<file path="config.mk">
export PLATFORM = sky130hd
export DESIGN_NAME = mux_arb_n_1
export DESIGN_NICKNAME = d
export VERILOG_FILES = /design/src/rtl/mux_arb_pkg.sv /design/src/rtl/mux_arb_n_1_rr_pick.sv /design/src/rtl/mux_arb_n_1.sv
export SDC_FILE = /design/constraint.sdc
export NUM_CORES = 1
export LEC_CHECK = 0
export CORE_MARGIN = 10
export CORE_UTILIZATION = 44
export CTS_CLUSTER_SIZE = 24
export DETAILED_ROUTE_END_ITERATION = 12
export GPL_ROUTABILITY_DRIVEN = 0
export HOLD_SLACK_MARGIN = 0.03
export PLACE_DENSITY = 0.83
export SLEW_MARGIN = 20
export SYNTH_ARGS = -nofsm -noshare
export SYNTH_HDL_FRONTEND = slang
export SYNTH_SLANG_ARGS = --single-unit
</file>
<file path="constraint.sdc">
create_clock -name clk -period 4.1 [get_ports clk]
set_input_delay 0.82 -clock clk [delete_from_list [all_inputs] [get_ports clk]]
set_output_delay 0.82 -clock clk [all_outputs]
set_load 0.01 [all_outputs]
</file>
<file path="src/rtl/mux_arb_pkg.sv">
// rtl/mux_arb_pkg.sv - shared mode/state encodings and helpers for mux_arb_n_1
package mux_arb_pkg;

    typedef enum logic {
        MODE_FIXED = 1'b0,
        MODE_RR    = 1'b1
    } mode_e;

    typedef enum logic {
        ST_EMPTY = 1'b0,
        ST_FULL  = 1'b1
    } state_e;

    // Round-robin pointer advance: the channel after the winner, wrapping at n.
    function automatic int next_index(input int idx, input int n);
        return (idx == n - 1) ? 0 : idx + 1;
    endfunction

endpackage

</file>
<file path="src/rtl/mux_arb_n_1_rr_pick.sv">
// rtl/mux_arb_n_1_rr_pick.sv - combinational rotate/priority/rotate-back round-robin picker
module rr_pick #(
    parameter  int N  = 4,
    localparam int SW = $clog2(N)
) (
    input  logic [N-1:0]  req,
    input  logic [SW-1:0] ptr,
    output logic [N-1:0]  gnt,
    output logic [SW-1:0] gidx,
    output logic          any
);

    localparam logic [SW:0] N_W = (SW + 1)'(N);

    logic [N-1:0]  rot;
    logic [SW-1:0] off;
    logic [SW:0]   sum;

    always_comb begin
        rot  = N'({req, req} >> ptr);
        off  = '0;
        any  = 1'b0;
        // Descending scan so the lowest set bit (closest to ptr) wins.
        for (int k = N - 1; k >= 0; k--) begin
            if (rot[k]) begin
                off = SW'(k);
                any = 1'b1;
            end
        end
        sum = {1'b0, ptr} + {1'b0, off};
        if (sum >= N_W) begin
            sum = sum - N_W;
        end
        gidx = sum[SW-1:0];
        gnt  = any ? (N'(1) << gidx) : '0;
    end

endmodule

</file>
<file path="src/rtl/mux_arb_n_1.sv">
// rtl/mux_arb_n_1.sv - N:1 registered selector, fixed or round-robin; MUX_ARB_STATS_EN adds xfer_cnt
module mux_arb_n_1
    import mux_arb_pkg::*;
#(
    parameter  int N     = 4,
    parameter  int WIDTH = 5,
    localparam int SW    = $clog2(N)
) (
    input  logic             clk,
    input  logic             rst,
    input  logic             mode,
    input  logic [SW-1:0]    sel,
    input  logic [N*WIDTH-1:0] in_data,
    input  logic [N-1:0]     in_valid,
    output logic [N-1:0]     in_ready,
    output logic [WIDTH-1:0] out_data,
    output logic [SW-1:0]    out_src,
    output logic             out_valid,
    input  logic             out_ready
`ifdef MUX_ARB_STATS_EN
    ,
    output logic [15:0]      xfer_cnt
`endif
);

    localparam logic [SW:0] N_W = (SW + 1)'(N);

    state_e        state, state_d;
    logic          ld;
    logic [SW-1:0] ptr;
    logic [N-1:0]  rr_gnt;
    logic [SW-1:0] rr_idx;
    logic          rr_any;
    logic          sel_ok;
    logic [N-1:0]  grant;
    logic [SW-1:0] gidx;
    logic          any;

    rr_pick #(.N(N)) u_rr_pick (
        .req  (in_valid),
        .ptr  (ptr),
        .gnt  (rr_gnt),
        .gidx (rr_idx),
        .any  (rr_any)
    );

    assign out_valid = (state == ST_FULL);
    assign ld        = (state == ST_EMPTY) | out_ready;
    assign sel_ok    = ({1'b0, sel} < N_W);

    always_comb begin
        grant = '0;
        gidx  = '0;
        any   = 1'b0;
        if (ld) begin
            if (mode == MODE_RR) begin
                grant = rr_gnt;
                gidx  = rr_idx;
                any   = rr_any;
            end else if (sel_ok && in_valid[sel]) begin
                grant = N'(1) << sel;
                gidx  = sel;
                any   = 1'b1;
            end
        end
    end

    // Suppressed during reset so no upstream word is consumed and then lost.
    assign in_ready = rst ? '0 : grant;

    always_comb begin
        state_d = state;
        if (any) begin
            state_d = ST_FULL;
        end else if (out_ready) begin
            state_d = ST_EMPTY;
        end
    end

    always_ff @(posedge clk) begin
        if (rst) begin
            state <= ST_EMPTY;
        end else begin
            state <= state_d;
        end
    end

    always_ff @(posedge clk) begin
        if (rst) begin
            out_data <= '0;
            out_src  <= '0;
            ptr      <= '0;
        end else if (any) begin
            out_data <= in_data[gidx*WIDTH +: WIDTH];
            out_src  <= gidx;
            if (mode == MODE_RR) begin
                ptr <= SW'(next_index(int'(gidx), N));
            end
        end
    end

`ifdef MUX_ARB_STATS_EN
    logic [15:0] cnt;

    always_ff @(posedge clk) begin
        if (rst) begin
            cnt <= '0;
        end else if (out_valid && out_ready && (cnt != 16'hFFFF)) begin
            cnt <= cnt + 16'd1;
        end
    end

    assign xfer_cnt = cnt;
`endif

endmodule

</file>
==> metrics.md, run 1 <==
| Metric | Value |
|---|---|
| Final Max Tran Viols | `0` |
| HP Class | `register to register` |
| Global-route wire length before repair | `5.837 mm` |
| IO Pins | `42` |
| Seq/Total Area, Yosys | `17.84%` |
| Setup bufs post-CTS | `0` |
| Wire per inst | `15.00 um` |
| Placement-stage cell area | `0.001599 mm^2` |
| Final core occ | `66.26%` |
| VDD IR max | `0.0002086 V` |
| Pin slew with the least headroom to its limit | `495.7 ps` |
| Share of post-route cells with drive strength above 1 | `17.68%` |
| H-tree depth | `1` |
| WP data required | `3280 ps` |
| Core area | `0.002455 mm^2` |
| Critical path endpoint category | `output pin` |
| Vias | `1318` |
| Clock Latency Late Sink | `260 ps` |
| # diodes | `0` |
| Vias in the first global route | `1308` |
| Crit path capture | `in_ready[1]` |
| Reg clk slew, reported paths | `60 ps` |
| Status | `complete, no violations` |
| Final Worst Setup Slack | `189.1 ps` |
| RR Endpoint | `out_src[1]$_SDFFE_PP0P_` |
| Simple-gate portion of the synthesized area | `43.92%` |
| Critical Path AT | `3090 ps` |
| Fmax | `255.7 MHz` |
| First-pass iteration count of the detailed router | `5` |
| Tcrit/Tclk final | `95.39%` |
| FF-to-FF path depth | `13` |
| R2R Setup Slk | `1470 ps` |
| Via density | `5.781` |
| Crit path time final | `3911 ps` |
| Die area | `0.004971 mm^2` |
| Total Wirelength | `3.419 mm` |
| Max FO, Critical Path | `4` |
| Syn nets | `184` |
| Mux share of post-synthesis cell area | `3.790%` |
| Nets | `231` |
| Final setup viols | `0` |
| Mapped Area | `0.001122 mm^2` |
| Tot Pwr | `408.2 uW` |
| Congestion Overflow GR | `0` |
| Gr usage total | `13.28%` |
| Detailed placer's ending HPWL | `2.816 mm` |
| DIE WIDTH | `70.51 um` |
| P_leak | `0.0006287 uW` |
| Max clock buf depth | `2` |
| Yosys Warn Count | `0` |
| Pwr dens | `250.9 mW/mm^2` |
| RSZ-0062 raised after global routing | `no` |
| Clock tree root buffer cell | `clkbuf_4` |
| Largest family of logic cells by synthesized area | `simple AND/OR/NAND/NOR gates` |
| PortBufs | `41` |
| Area growth syn-to-layout | `44.93%` |
| # DRC | `0` |
| CP startpoint | `in_valid[0]` |
| Reg2Reg Launch Point | `ptr[0]$_SDFFE_PP0P_` |
| Post-synthesis xor/xnor area fraction | `1.561%` |
| Final instance area | `0.001627 mm^2` |
| Largest net degree at the start of global routing | `17` |
| CP Class | `input port to output pin` |
| Critical path launch point type | `input port` |
| # rows | `18` |
| Initial antenna violation count | `0` |
| Initial DRC Count | `69` |
| CTS Buf Count | `3` |
| Synth Area in Compound Gates | `26.31%` |
| Hold path start | `out_src[1]$_SDFFE_PP0P_` |
| Yosys reg bits | `10` |
| Mapped Cells | `153` |
| Starting Density | `45.72%` |
| Adder-cell share of the synthesized area | `1.115%` |
| DP Worst Slack | `-84.04 ps` |
| Syn avg cell area | `7.335 um^2` |
| Slew HR | `66.85%` |
| Max cap viols | `0` |
| Die Y | `70.51 um` |
| DRT antenna net count | `0` |
| Clock sink total | `10` |
| Skew final | `2.848 ps` |
| CTS tree | `yes` |
| Hold_buf cts | `0` |
| Netlist cell types | `39` |
| Final Hold Violating Endpoints | `0` |
worst min-delay path by stage:
stage	slack (ps)	cells after the start	end
detailed placement	460	2	out_src[1]$_SDFFE_PP0P_
floorplan	490	2	out_src[1]$_SDFFE_PP0P_
finish	470	2	out_src[1]$_SDFFE_PP0P_
CTS	470	2	out_src[1]$_SDFFE_PP0P_
global placement	460	2	out_src[1]$_SDFFE_PP0P_
global route	500	2	out_src[1]$_SDFFE_PP0P_
cell families after synthesis:
logic type,count (synthesis)
compound gates,35
fa+ha+maj,1
xor+xnor,2
buf+inv,11
flops,10
mux,4
simple gates,90
synth_stat cells:
master    count  area (um^2)
a211oi_1      2        15.01
a211oi_2      6        75.07
a21boi_0      1        7.510
a21oi_1       7        35.03
a21oi_2       2        17.52
a31oi_1       2        12.51
a32oi_1       1        8.760
and2_1        9        56.30
buf_2         4        20.02
buf_6         2        22.52
clkbuf_1      5        18.77
dfxtp_1      10        200.2
ha_1          1        12.51
mux2_2        2        22.52
mux2i_1       2        20.02
nand2_1      25        93.84
nand2b_1      5        31.28
nand3_1       4        20.02
nand3b_1      6        45.04
nor2_1       13        48.80
nor2b_1       4        25.02
nor3_1       12        60.06
nor3_4        1        16.27
nor3b_1       2        15.01
nor4_1        1        6.260
nor4_2        2        25.02
o211ai_1      1        7.510
o21a_1        3        22.52
o21ai_0       3        15.01
o221ai_1      4        35.03
o22ai_1       1        6.260
o31ai_4       1        21.27
o41ai_2       1        16.27
or2_4         1        8.760
or3_1         3        18.77
or3b_2        1        8.760
or4b_4        1        13.76
xnor2_1       1        8.760
xor2_1        1        8.760
report_power, final:
group / leakage, uW / switching [uW] / internal, uW / total [uW]
Sequential: 0.0000828 / 12.5 / 111 / 123
Clock: 0.0000138 / 30.7 / 33.8 / 64.5
Combinational: 0.000532 / 107 / 114 / 220
Total: 0.000629 / 150 / 258 / 408
layout by cell type (no fill, tap or decap), drive strengths merged, types with 5 or more instances in the layout:
master,instances
nand2b,5
nor2,13
nand2,25
and2,9
dlygate4sd2,6
nor3,13
a211oi,8
dfxtp,10
buf,12
nand3b,6
clkdlybuf4s50,34
a21oi,9
critical path, cell delays in order:
cell and delay [ps]:
clkdlybuf4s50_1 460, buf_4 170, nand3b_1 70, nand3_1 80, o21ai_1 90, nand2_1 70, ha_1 210, xnor2_2 200
nor2b_1 80, o21a_1 120, or2_4 260, o21a_1 190, dlygate4sd2_1 280
flip-flops by register name, summed over array words and instances, names as in the netlist:
| register | count |
|---|---|
| out_data | 5 |
| out_src | 2 |
| ptr | 2 |
| out_valid | 1 |
stage by stage:
step / setup TNS [ps] / instances / hold WS [ps]
after floorplan: 0 / 153 / 492.4
after global placement: -63.46 / 225 / 458.7
after detailed placement: -187.5 / 225 / 462.6
after CTS: 0 / 228 / 470.0
after global routing: 0 / 228 / 500.0
final: 0 / 228 / 467.6
layer usage:
layer	track usage, %	vias to the layer above	wire (um)
li1	-	645	-
met1	15.01	619	1402
met2	23.35	49	1701
met3	4.520	5	278
met4	2.851	0	36
met5	0	-	0
layout make-up:
| class | count | area (um^2) |
|---|---|---|
| tap | 30 | 37.54 |
| timing repair buffer | 53 | 495.5 |
| multi-input combinational | 132 | 870.8 |
| fill | 214 | 828.3 |
| clock buffer | 3 | 22.52 |
| sequential | 10 | 200.2 |
repair_timing:
item | CTS | global route
setup endpoints to repair | 3 | 3
resized for setup | 8 | 2
cloned | 0 | 0
(Power assumes the default switching activity.)
==> run 2, diff against run 1 <==
CELL_PAD_IN_SITES_DETAIL_PLACEMENT = 1   (was not set)
CELL_PAD_IN_SITES_GLOBAL_PLACEMENT = 2   (was not set)
CORE_UTILIZATION = 25   (was 44)
PLACE_DENSITY = 0.87   (was 0.83)
clock period = 4.7 ns   (was 4.1 ns; I/O delays follow)
==> metrics.md, run 2 (same netlist as run 1, synthesis figures left out) <==
| Metric | Value |
|---|---|
| # DRC | `0 (unchanged)` |
| Fmax | `224.1 MHz` |
| HP Class | `register to register` |
| Final Max Tran Viols | `0 (unchanged)` |
| Reg2Reg Launch Point | `ptr[0]$_SDFFE_PP0P_` |
| CP startpoint | `in_valid[1]` |
| DP Worst Slack | `148.3 ps (+232.4 ps)` |
| # rows | `24 (+6)` |
| Biggest regs | `out_data: 5 flops, out_src: 2 flops, ptr: 2 flops` |
| Reg with most FFs | `out_data` |
| DRT antenna net count | `0 (unchanged)` |
| Vias | `1236 (-6.2%)` |
| Hold_buf cts | `0 (unchanged)` |
| Area growth syn-to-layout | `46.15%` |
| M1 WL | `1.753 mm (+25%)` |
| Critical path launch point type | `input port` |
| # diodes | `0 (unchanged)` |
| Initial DRC Count | `73 (+5.8%)` |
| PortBufs | `41 (unchanged)` |
| VDD IR max | `0.0001348 V (-35%)` |
| Max FFs per register | `5 (unchanged)` |
| Most common cell after layout, fill and taps aside | `clkdlybuf4s50_1` |
| H-tree depth | `1 (unchanged)` |
| CTS tree | `yes` |
| Max clock buf depth | `2 (unchanged)` |
| CP Class | `input port to output pin` |
| First-pass iteration count of the detailed router | `3 (-2)` |
| Max cap viols | `0 (unchanged)` |
| Crit path time final | `4463 ps` |
| DIE WIDTH | `87 um (+23%)` |
| TNS Setup | `0 ps (unchanged)` |
| Max FO, Critical Path | `9 (+5)` |
| Starting Density | `25.78% (-20 points)` |
| Final setup viols | `0 (unchanged)` |
| Critical Path AT | `3520 ps (+430 ps)` |
| Hold path start | `out_src[1]$_SDFFE_PP0P_` |
| DR WL met2 | `2.003 mm (+18%)` |
| Slew HR | `65.50% (-1.3 points)` |
| Slowest-stage cell, CP | `clkdlybuf4s50_1` |
| RSZ-0062 raised after global routing | `no` |
| Tcrit/Tclk final | `94.96%` |
| CP peak stage delay | `570 ps (+110 ps)` |
| P_leak | `0.0005774 uW (-8.2%)` |
| IO Pins | `42 (unchanged)` |
| Crit path cell chain | `clkdlybuf4s50_1, nor2_2, nor4_1, a21oi_1, nand2_1, ha_1, xnor2_2, nor2b_1, o21a_1, or2_4, o21a_1, clkdlybuf4s50_1` |
| CTS Buf Count | `3 (unchanged)` |
| Buf/Inv on CP | `2 (-1)` |
| Congestion Overflow GR | `0 (unchanged)` |
| Final Hold Violating Endpoints | `0 (unchanged)` |
| Detailed placer's ending HPWL | `3.367 mm (+20%)` |
| Initial antenna violation count | `0 (unchanged)` |
| Wire per inst | `16.33 um (+8.9%)` |
| Pwr dens | `236.1 mW/mm^2 (-5.9%)` |
| WP data required | `3760 ps (+480 ps)` |
| Clock tree root buffer cell | `clkbuf_8` |
| Gr usage total | `10.44% (-2.8 points)` |
| Global-route wire length before repair | `6.589 mm (+13%)` |
| Via density | `5.045 (-13%)` |
| Nets | `226 (-2.2%)` |
| Met3 WL post-DR | `218 um (-22%)` |
| Pin slew with the least headroom to its limit | `512.1 ps (+16.36 ps)` |
| Largest net degree at the start of global routing | `17 (unchanged)` |
| Reg clk slew, reported paths | `40 ps (-20 ps)` |
| Die Y | `87 um (+23%)` |
| Total Wirelength | `4.002 mm (+17%)` |
| Top Metal Used | `met4` |
| Skew final | `5.636 ps (+2.788 ps)` |
| Status | `complete, no violations` |
| Share of post-route cells with drive strength above 1 | `15.54% (-2.1 points)` |
| Clock sink total | `10 (unchanged)` |
| Final Worst Setup Slack | `236.9 ps (+47.80 ps)` |
| Die area | `0.007569 mm^2 (+52%)` |
| Vias in the first global route | `1371 (+4.8%)` |
| Core area | `0.004354 mm^2 (+77%)` |
| Clock Latency Late Sink | `230 ps (-30 ps)` |
| Critical path endpoint category | `output pin` |
| Most frequent cells in the layout | `clkdlybuf4s50_1, nand2_1, nor2_1, nor3_1, dfxtp_1` |
| Delay-heaviest family, CP | `buffers and inverters` |
==> run 2: path summary, 6_finish.rpt <==
| kind | endpoint | slack, ps | cells past startpoint |
|---|---|---|---|
| worst max-delay path | in_ready[1] | 240 | 12 |
| worst max register to register | out_data[4]$_SDFFE_PP0P_ | 2020 | 13 |
| worst min-delay path | out_src[1]$_SDFFE_PP0P_ | 470 | 2 |
| worst min register to register | out_src[1]$_SDFFE_PP0P_ | 470 | 2 |
==> run 2: area by class of cell <==
cell class / instances / area (um^2)
Clock buffer: 3 / 41.29
Tap cell: 52 / 65.06
Fill cell: 542 / 2714
Multi-Input combinational cell: 132 / 870.8
Sequential cell: 10 / 200.2
Timing Repair Buffer: 48 / 462.9
==> run 2: worst reg2reg max path: stages (launching register included) <==
cell      delay (ps)
dfxtp_1          590
nor2_1           100
nand2_1           90
nand3_1           80
o21ai_0           90
nand2_1           80
ha_1             210
xnor2_2          200
nor2b_1           80
o21a_1           120
or2_4            260
buf_4            190
a211oi_1         290
o221ai_1         170
==> run 2: repair_timing <==
| action | in CTS | in global routing |
|---|---|---|
| gates resized for setup | 0 | 2 |
| setup endpoints to repair | 0 | 2 |
| buffers inserted | 0 | 0 |
==> run 2: routing by layer <==
metal	track usage [%]	vias to the layer above
met4	3.093	0
met2	18.19	19
met5	0	-
met1	12.38	578
li1	-	637
met3	2.247	2
==> run 2: through the flow <==
stage	util (%)	total power [uW]	instance area [um^2]	std cells	hold WS, ps
final	37.67	387.3	1640	245	474.5
after global routing	37.67	418.1	1640	245	498.2
after detailed placement	36.49	304.7	1589	242	473.0
after global placement	36.49	297.2	1589	242	458.4
after floorplan	-	222.2	1122	153	492.4
after CTS	37.44	391.6	1630	245	481.9
==> run 2: report_power, final <==
part / leakage (uW) / internal (uW) / total (uW) / switching (uW)
combinational: 0.000473 / 99.1 / 196 / 96.8
sequential: 0.0000828 / 97.0 / 108 / 10.6
clock: 0.0000216 / 55.6 / 83.8 / 28.2
